## src/rtl/led_seq_pkg.sv

```systemverilog
// Shared mode codes and FSM state encodings for the LED sequencer.
package led_seq_pkg;

  typedef enum logic [1:0] {
    MODE_OFF     = 2'd0,
    MODE_ON      = 2'd1,
    MODE_BLINK   = 2'd2,
    MODE_PATTERN = 2'd3
  } mode_t;

  typedef enum logic [1:0] {
    ST_IDLE = 2'd0,
    ST_HOLD = 2'd1,
    ST_RUN  = 2'd2,
    ST_FIN  = 2'd3
  } state_t;

  localparam int REPEAT_W = 4;

endpackage

```

## src/rtl/led_tick.sv

```systemverilog
// Free-running step-rate divider: one-cycle strobe every FREQ/TICK_HZ clocks.
module led_tick #(
  parameter int FREQ    = 25000000,
  parameter int TICK_HZ = 10
) (
  input  logic clk_i,
  input  logic rst_i,
  input  logic clr_i,
  output logic tick_o
);

  localparam int DIV   = FREQ / TICK_HZ;
  localparam int CNT_W = $clog2(DIV);
  localparam logic [CNT_W-1:0] LAST = CNT_W'(DIV - 1);

  logic [CNT_W-1:0] cnt;

  always_ff @(posedge clk_i) begin
    if (rst_i || clr_i) begin
      cnt <= '0;
    end else if (cnt == LAST) begin
      cnt <= '0;
    end else begin
      cnt <= cnt + 1'b1;
    end
  end

  assign tick_o = (cnt == LAST);

endmodule

```

## src/rtl/led_seq.sv

```systemverilog
// LED sequencer: static ON/OFF, blinking, or MSB-first bit patterns with
// an optional finite pass count, driven by a ready/valid command port.
module led_seq #(
  parameter int FREQ    = 25000000,
  parameter int TICK_HZ = 10,
  parameter int PAT_W   = 8
) (
  input  logic             clk_i,
  input  logic             rst_i,
  input  logic             cmd_valid_i,
  output logic             cmd_ready_o,
  input  logic [1:0]       cmd_mode_i,
  input  logic [PAT_W-1:0] cmd_pattern_i,
  input  logic [3:0]       cmd_repeat_i,
  input  logic             abort_i,
  output logic             led_o,
  output logic             busy_o,
  output logic             done_o
);

  import led_seq_pkg::*;

  localparam int IDX_W = (PAT_W > 1) ? $clog2(PAT_W) : 1;
  localparam logic [IDX_W-1:0] IDX_MSB = IDX_W'(PAT_W - 1);

  state_t               state;
  mode_t                mode_q;
  logic [PAT_W-1:0]     pat_q;
  logic [IDX_W-1:0]     idx_q;
  logic [REPEAT_W-1:0]  pass_q;
  logic                 ready_q;
  logic                 accept;
  logic                 tick;

  // Abort wins over a simultaneous command, so it masks ready directly.
  assign cmd_ready_o = ready_q & ~abort_i;
  assign accept      = cmd_valid_i & cmd_ready_o;

  led_tick #(
    .FREQ    (FREQ),
    .TICK_HZ (TICK_HZ)
  ) u_tick (
    .clk_i  (clk_i),
    .rst_i  (rst_i),
    .clr_i  (accept),
    .tick_o (tick)
  );

  always_ff @(posedge clk_i) begin
    if (rst_i) begin
      state   <= ST_IDLE;
      mode_q  <= MODE_OFF;
      pat_q   <= '0;
      idx_q   <= '0;
      pass_q  <= '0;
      ready_q <= 1'b1;
      led_o   <= 1'b0;
      busy_o  <= 1'b0;
      done_o  <= 1'b0;
    end else begin
      done_o <= 1'b0;
      if (abort_i) begin
        state   <= ST_IDLE;
        led_o   <= 1'b0;
        busy_o  <= 1'b0;
        ready_q <= 1'b1;
      end else if (accept) begin
        mode_q  <= mode_t'(cmd_mode_i);
        pat_q   <= cmd_pattern_i;
        idx_q   <= IDX_MSB;
        pass_q  <= cmd_repeat_i;
        ready_q <= 1'b1;
        case (mode_t'(cmd_mode_i))
          MODE_OFF: begin
            state  <= ST_HOLD;
            led_o  <= 1'b0;
            busy_o <= 1'b0;
          end
          MODE_ON: begin
            state  <= ST_HOLD;
            led_o  <= 1'b1;
            busy_o <= 1'b0;
          end
          MODE_BLINK: begin
            state  <= ST_RUN;
            led_o  <= 1'b1;
            busy_o <= 1'b1;
          end
          default: begin
            state   <= ST_RUN;
            led_o   <= cmd_pattern_i[PAT_W-1];
            busy_o  <= 1'b1;
            ready_q <= (cmd_repeat_i == '0);
          end
        endcase
      end else begin
        case (state)
          ST_RUN: begin
            if (tick) begin
              if (mode_q == MODE_BLINK) begin
                led_o <= ~led_o;
              end else if (idx_q == '0) begin
                // End of a pass; a zero pass count means loop forever.
                if (pass_q == REPEAT_W'(1)) begin
                  state   <= ST_FIN;
                  led_o   <= 1'b0;
                  busy_o  <= 1'b0;
                  done_o  <= 1'b1;
                  ready_q <= 1'b1;
                end else begin
                  if (pass_q != '0) begin
                    pass_q <= pass_q - 1'b1;
                  end
                  idx_q <= IDX_MSB;
                  led_o <= pat_q[PAT_W-1];
                end
              end else begin
                idx_q <= idx_q - 1'b1;
                led_o <= pat_q[idx_q - 1'b1];
              end
            end
          end
          ST_FIN: begin
            state <= ST_IDLE;
          end
          default: begin
          end
        endcase
      end
    end
  end

endmodule

```

## config.mk

```make
export PLATFORM = sky130hd
export DESIGN_NAME = led_seq
export DESIGN_NICKNAME = d
export VERILOG_FILES = /design/src/rtl/led_seq_pkg.sv /design/src/rtl/led_tick.sv /design/src/rtl/led_seq.sv
export SDC_FILE = /design/constraint.sdc
export NUM_CORES = 1
export LEC_CHECK = 0
export CORE_ASPECT_RATIO = 1.5
export CORE_UTILIZATION = 45
export CTS_BUF_LIST = sky130_fd_sc_hd__clkbuf_8
export DETAILED_ROUTE_END_ITERATION = 10
export GPL_ROUTABILITY_DRIVEN = 1
export HOLD_SLACK_MARGIN = 0.06
export PLACE_DENSITY = 0.75
export RECOVER_POWER = 50
export SYNTH_ARGS = -nofsm -noshare
export SYNTH_HDL_FRONTEND = slang
export SYNTH_SLANG_ARGS = --single-unit
```

## constraint.sdc

```tcl
create_clock -name clk_i -period 2.7 [get_ports clk_i]
set_input_delay 0.405 -clock clk_i [delete_from_list [all_inputs] [get_ports clk_i]]
set_output_delay 0.405 -clock clk_i [all_outputs]
set_load 0.1 [all_outputs]
```

# After elaboration in Yosys (flattened, before gate mapping)
# Cells that the tools add are included.
[word_totals]
register_bits = 45
latchBits = 0
ram_bits = 0
romBits = 0
in_bits = 18
output_inout_bits = 4
n_memories = 0
[op_classes]
n_addsub = 3
mul = 0
n_div = 0
order_cmp = 1
n_eq_ne = 14
n_shift = 0
muxes = 44
bitwise_logic = 7
n_reduce_logical = 23
[ops]
columns = ["op", "n"]
rows = [
  ["4-bit 2-to-1 mux", 7],
  ["22-bit by 1-bit adder with 22-bit output, second input constant", 1],
  ["22-bit == test, second input constant", 1],
  ["1-bit 2-to-1 mux", 22],
  ["3-bit 2-to-1 mux", 6],
  ["3-bit by 2-bit inequality test with 1-bit output, second input constant", 5],
  ["5-bit AND reduction", 3],
  ["2-bit 2-to-1 mux", 6],
  ["2-bit nonzero test", 5],
  ["2-bit == test, second input constant", 4],
  ["2-bit OR reduction", 4],
  ["7-bit AND reduction", 1],
  ["7-bit OR reduction", 1],
  ["1-bit NOT", 5],
  ["4-bit by 1-bit == test with 1-bit output, second input constant", 1],
  ["4-bit zero test", 1],
  ["3-bit by 4-bit less-than comparator with 1-bit output, second input constant", 1],
  ["2-bit by 1-bit inequality test with 1-bit output, second input constant", 2],
  ["2-bit one-hot mux with 2 select lines", 1],
  ["2-bit AND reduction", 2],
  ["4-bit nonzero test", 1],
  ["4-bit by 1-bit subtractor with 4-bit output, second input constant", 1],
  ["1-bit binary-select mux with 3-bit select", 1],
  ["3-bit zero test", 1],
  ["8 further kinds", 9],
]

# Logic depth before layout (Yosys ltp)
[logic_depth]
depth_word = 8
depth_mapped = 7

# Cells and area by module
# From an unflattened synthesis, not the netlist that was laid out.
[hier_totals]
cells_unflattened = 272
area_unflattened_um2 = 2317.2
[modules_own_cells]
columns = ["module", "instances", "cells_per_inst", "area_per_inst_um2"]
rows = [
  ["led_seq", 1, 148, 1258.7],
  ["led_tick", 1, 124, 1058.5],
]

# Least setup slack after synthesis
# OpenSTA, ideal clock, no wires.
[synth_path]
kind = "input to output"
startpoint = "in abort_i"
endpoint = "out cmd_ready_o"
arrival_ns = 1.924
required_ns = 2.295
setup_slack_ns = 0.371
cell_stages = 2
path_buffers = 1
cell_sequence = "clkbuf_1 > nor2b_1"
[synth_via]
elab_chain_len = 2
[synth_rtl]
columns = ["item", "line_no", "text"]
rows = [
  ["start: declaration", "led_seq.sv:15", "input logic abort_i,"],
  ["1-bit NOT (no source line)", "-", ""],
  ["1-bit bitwise AND", "led_seq.sv:36", "assign cmd_ready_o = ready_q & ~abort_i;"],
  ["end: declaration", "led_seq.sv:11", "output logic cmd_ready_o,"],
]
# No other way between the ends.

# Final worst setup path
[layout_path]
startpoint = "reg u_tick.cnt[0]"
endpoint = "reg led_o"
[layout_via]
elab_chain_len = 3
[layout_rtl]
columns = ["item", "line_no", "text"]
rows = [
  ["start: declaration", "led_tick.sv:16", "logic [CNT_W-1:0] cnt;"],
  ["start signal: assignment", "led_tick.sv:24", "cnt <= cnt + 1'b1;"],
  ["22-bit == test", "led_tick.sv:28", "assign tick_o = (cnt == LAST);"],
  ["2-bit nonzero test (no source line)", "-", ""],
  ["2-bit AND reduction (no source line)", "-", ""],
  ["end signal: assignment", "led_seq.sv:91", "led_o <= cmd_pattern_i[PAT_W-1];"],
  ["end signal: assignment", "led_seq.sv:101", "led_o <= ~led_o;"],
  ["end signal: assignment", "led_seq.sv:115", "led_o <= pat_q[PAT_W-1];"],
  ["end: declaration", "led_seq.sv:16", "output logic led_o,"],
]
# No other way between the ends.
# A chain may end at the register's enable or synchronous reset.

==> impl_results.md <==
- Row Count: 32
- Initial antenna violation count: 0
- Worst-path clk slew: 0.09 ns
- RSZ-0062 raised after global routing: no
- CP top delay family: simple AND/OR/NAND/NOR gates
- Tcrit/Tclk final: 0.869
- Final Wtd Congestion: 0.836
- # nets final: between 300 and 400
- Leak pwr: a little over 0.9 nW
- Commonest non-fill, non-tap cell in the layout: dfxtp_1
- Cell count of the worst reg-to-reg path: 6
- Slew Viols, Final: 0
- Post-synthesis average cell area: 8.44 um^2
- Setup-failing EPs final: 0
- Worst Hold Depth: 2
- Hold Crit Class: reg -> reg
- Critical-path cell list: ha_1 -> nand4_1 -> nor4_4 -> clkbuf_1 -> and4_1 -> a211oi_1
- Crit path required time: 2.89 ns
- Die area: about 5700 um^2
- Initial DRC count: 76
- Die W: 62.0 um
- Drc violations: 0
- Final WS setup: 0.353 ns
- # IOs: 22
- Ys Warns: 0
- Max Cap Violations: 0
- Hpwl dp: 3940 um
- Mapped Cells: 288
- Ys async rst share: 0
- Element type at the critical path start: flop
- Top Layer Used: met4
- Max Clock Freq: 426 MHz
- Die Ht: about 90 um
- Final Skew: approximately 0.011 ns
- # clock sinks: 45
- First-pass GRT wire length: 8970 um
- Core ar.: 5160 um^2
- Share of cells above drive strength 1: 0.0752
- Crit path buf inv count: 1
- CP max-delay cell: clkbuf_1
- Largest net degree at the start of global routing: 23
- Post-synthesis sequential area ratio: 0.371
- Vias per inst: 5.69
- Hold wc startpoint: pat_q[5]$_SDFFE_PP0P_
- CP Max Fanout: 16
- Synthesized Nets: 316
- Routed wire per std cell: about 14 um
- Clock Tree Buf Depth: 2
- Vias in the first global route: 2,035
- Pwr per Cell Area: 471 nW/um^2
- Yosys cell types: 55
- Hold_buf cts: 0
- Met3 WL: 130 um
- Wire length on met1: 2240 um
- Starting Density: 0.470
- Worst hold endpoint: pat_q[5]$_SDFFE_PP0P_
- Status: finished, final reports clean
- Post-CTS sizing: 0
- Reg2reg end: led_o$_SDFFE_PP0N_
- Rel. slew slack: 0.215
- Final antenna-violating net count: 0
- Number of flops mapped to enable cells by yosys: 0
- Worst slew pin tran: 1.18 ns
- Total routed wirelength: 5350 um
- Fin cells: 374
- Clk Tree Root Cell: clkbuf_8
- Port Buffers: 21
- Min Tclk post-route: 2.35 ns
- Clock latency on the worst-skew pair: 0.30 ns
- Crit end category: flop
- Routed length on met2: 2860 um
- DP Cell Count: 367
- R2r setup slk: 0.35 ns
- Most frequent cells in the layout: dfxtp_1, nor2_1, nand2_1, a21oi_1, clkdlybuf4s50_1
- Final Hold Fails: 0
- Kind of critical path: reg -> reg
- GRT Residual Overflow: 0
- Data arrival, critical path: around 2.5 ns
- Post-CTS setup buffer count: 0
- TNS Setup: 0 ns
- Top_reg_cell synth: dfxtp_1
- Aggregate global-route resource usage: 0.210
- Slowest stage delay, CP: 0.55 ns
- DR pass1 iterations: 4
- Seq cells post-synth: 45
- Reg2reg start: u_tick.cnt[0]$_SDFF_PP0_
- Ant. Diodes: 0
- Placement Setup Slack: 0.551 ns
- Cts bufs inserted: 5
- Synth Cell Area: 2430 um^2
- Synth-to-Final Area Change: 13.5%
- Max VDD drop: 282 uV
- TritonCTS clock tree: done
- H-tree Lvls: 2
- Fin Hold WS: 0.456 ns
- Vias after detailed routing: 2,127
- Fillers: 490
## state kept, by name (all words and copies together), names as in the netlist
signal,cells
u_tick.cnt,22
pat_q,8
pass_q,4
idx_q,3
mode_q,2
state,2
busy_o,1
done_o,1
led_o,1
ready_q,1
## power breakdown
part	leakage, nW	internal [mW]	total (mW)	switching, mW
clock network	0.0433	0.203	0.434	0.231
logic	0.511	0.0755	0.169	0.0931
registers	0.366	0.682	0.697	0.0156
## synth_stat cells (2+ instances only)
cell type | n | area [um^2]
nand3b_1 | 5 | 37.5
or3_1 | 8 | 50.1
clkbuf_1 | 10 | 37.5
nand4_1 | 7 | 43.8
nor2_1 | 30 | 113
mux4_2 | 2 | 45.0
buf_1 | 2 | 7.51
buf_2 | 5 | 25.0
a41o_1 | 3 | 30.0
nor4_1 | 6 | 37.5
nor3_1 | 6 | 30.0
inv_1 | 11 | 41.3
nor3b_1 | 2 | 15.0
a211oi_1 | 2 | 15.0
dfxtp_1 | 45 | 901
o21ai_0 | 7 | 35.0
a21oi_1 | 22 | 110
or4_1 | 8 | 60.1
ha_1 | 10 | 125
and4_1 | 2 | 17.5
a311o_1 | 2 | 20.0
a31oi_1 | 4 | 25.0
nor2b_1 | 3 | 18.8
xnor2_1 | 10 | 87.6
and3_1 | 3 | 18.8
nand2_1 | 28 | 105
o31ai_1 | 4 | 30.0
a31o_2 | 2 | 17.5
nand3_1 | 12 | 60.1
xor2_1 | 2 | 17.5
## metrics by stage
step / cell area [um^2] / power, mW / util
after CTS: 2800 / 1.32 / 0.543
final: 2760 / 1.30 / 0.534
after global routing: 2760 / 1.36 / 0.534
after global placement: 2710 / 0.883 / 0.525
after floorplan: 2430 / 0.822 / -
after detailed placement: 2710 / 0.887 / 0.525
## kinds of logic after synthesis
family          Yosys count  share of synthesized area
fa+ha+maj                10                     0.0515
mux                       4                     0.0273
flops                    45                      0.371
compound gates           55                      0.153
buf+inv                  29                     0.0479
xor+xnor                 12                     0.0433
simple gates            133                      0.306
## worst max path at each step
stage / start / end / slack, ns / depth (start not counted)
after floorplan: abort_i / cmd_ready_o / 0.37 / 2
after global placement: u_tick.cnt[0]$_SDFF_PP0_ / state[0]$_SDFFE_PP0P_ / 0.58 / 5
after detailed placement: u_tick.cnt[0]$_SDFF_PP0_ / state[0]$_SDFFE_PP0P_ / 0.55 / 5
after CTS: u_tick.cnt[0]$_SDFF_PP0_ / state[0]$_SDFFE_PP0P_ / 0.52 / 5
after global routing: u_tick.cnt[0]$_SDFF_PP0_ / led_o$_SDFFE_PP0N_ / 0.19 / 6
final: u_tick.cnt[0]$_SDFF_PP0_ / led_o$_SDFFE_PP0N_ / 0.35 / 6
## layer usage
metal,track usage,vias to the layer above
met5,0,-
met4,0.0926,0
met3,0.0395,9
met2,0.372,44
met1,0.229,992
li1,-,1082
## worst register-to-register path: cells and delay by family, from the launching register on
kind / cells / cell delay (ns)
simple gates: 3 / 1.01
flops: 1 / 0.38
fa+ha+maj: 1 / 0.22
compound gates: 1 / 0.08
buf+inv: 1 / 0.55
## area by class of cell
type	instances	area [um^2]	share of cell area
repair buffers	29	235	0.0853
clock inverters	1	7.51	0.00272
multi-input cells	214	1410	0.510
inverters	11	41.3	0.0150
clock buffers	6	82.6	0.0299
flip-flops and latches	45	901	0.327
well taps	68	85.1	0.0308
Power figures use the tool's default switching activity.
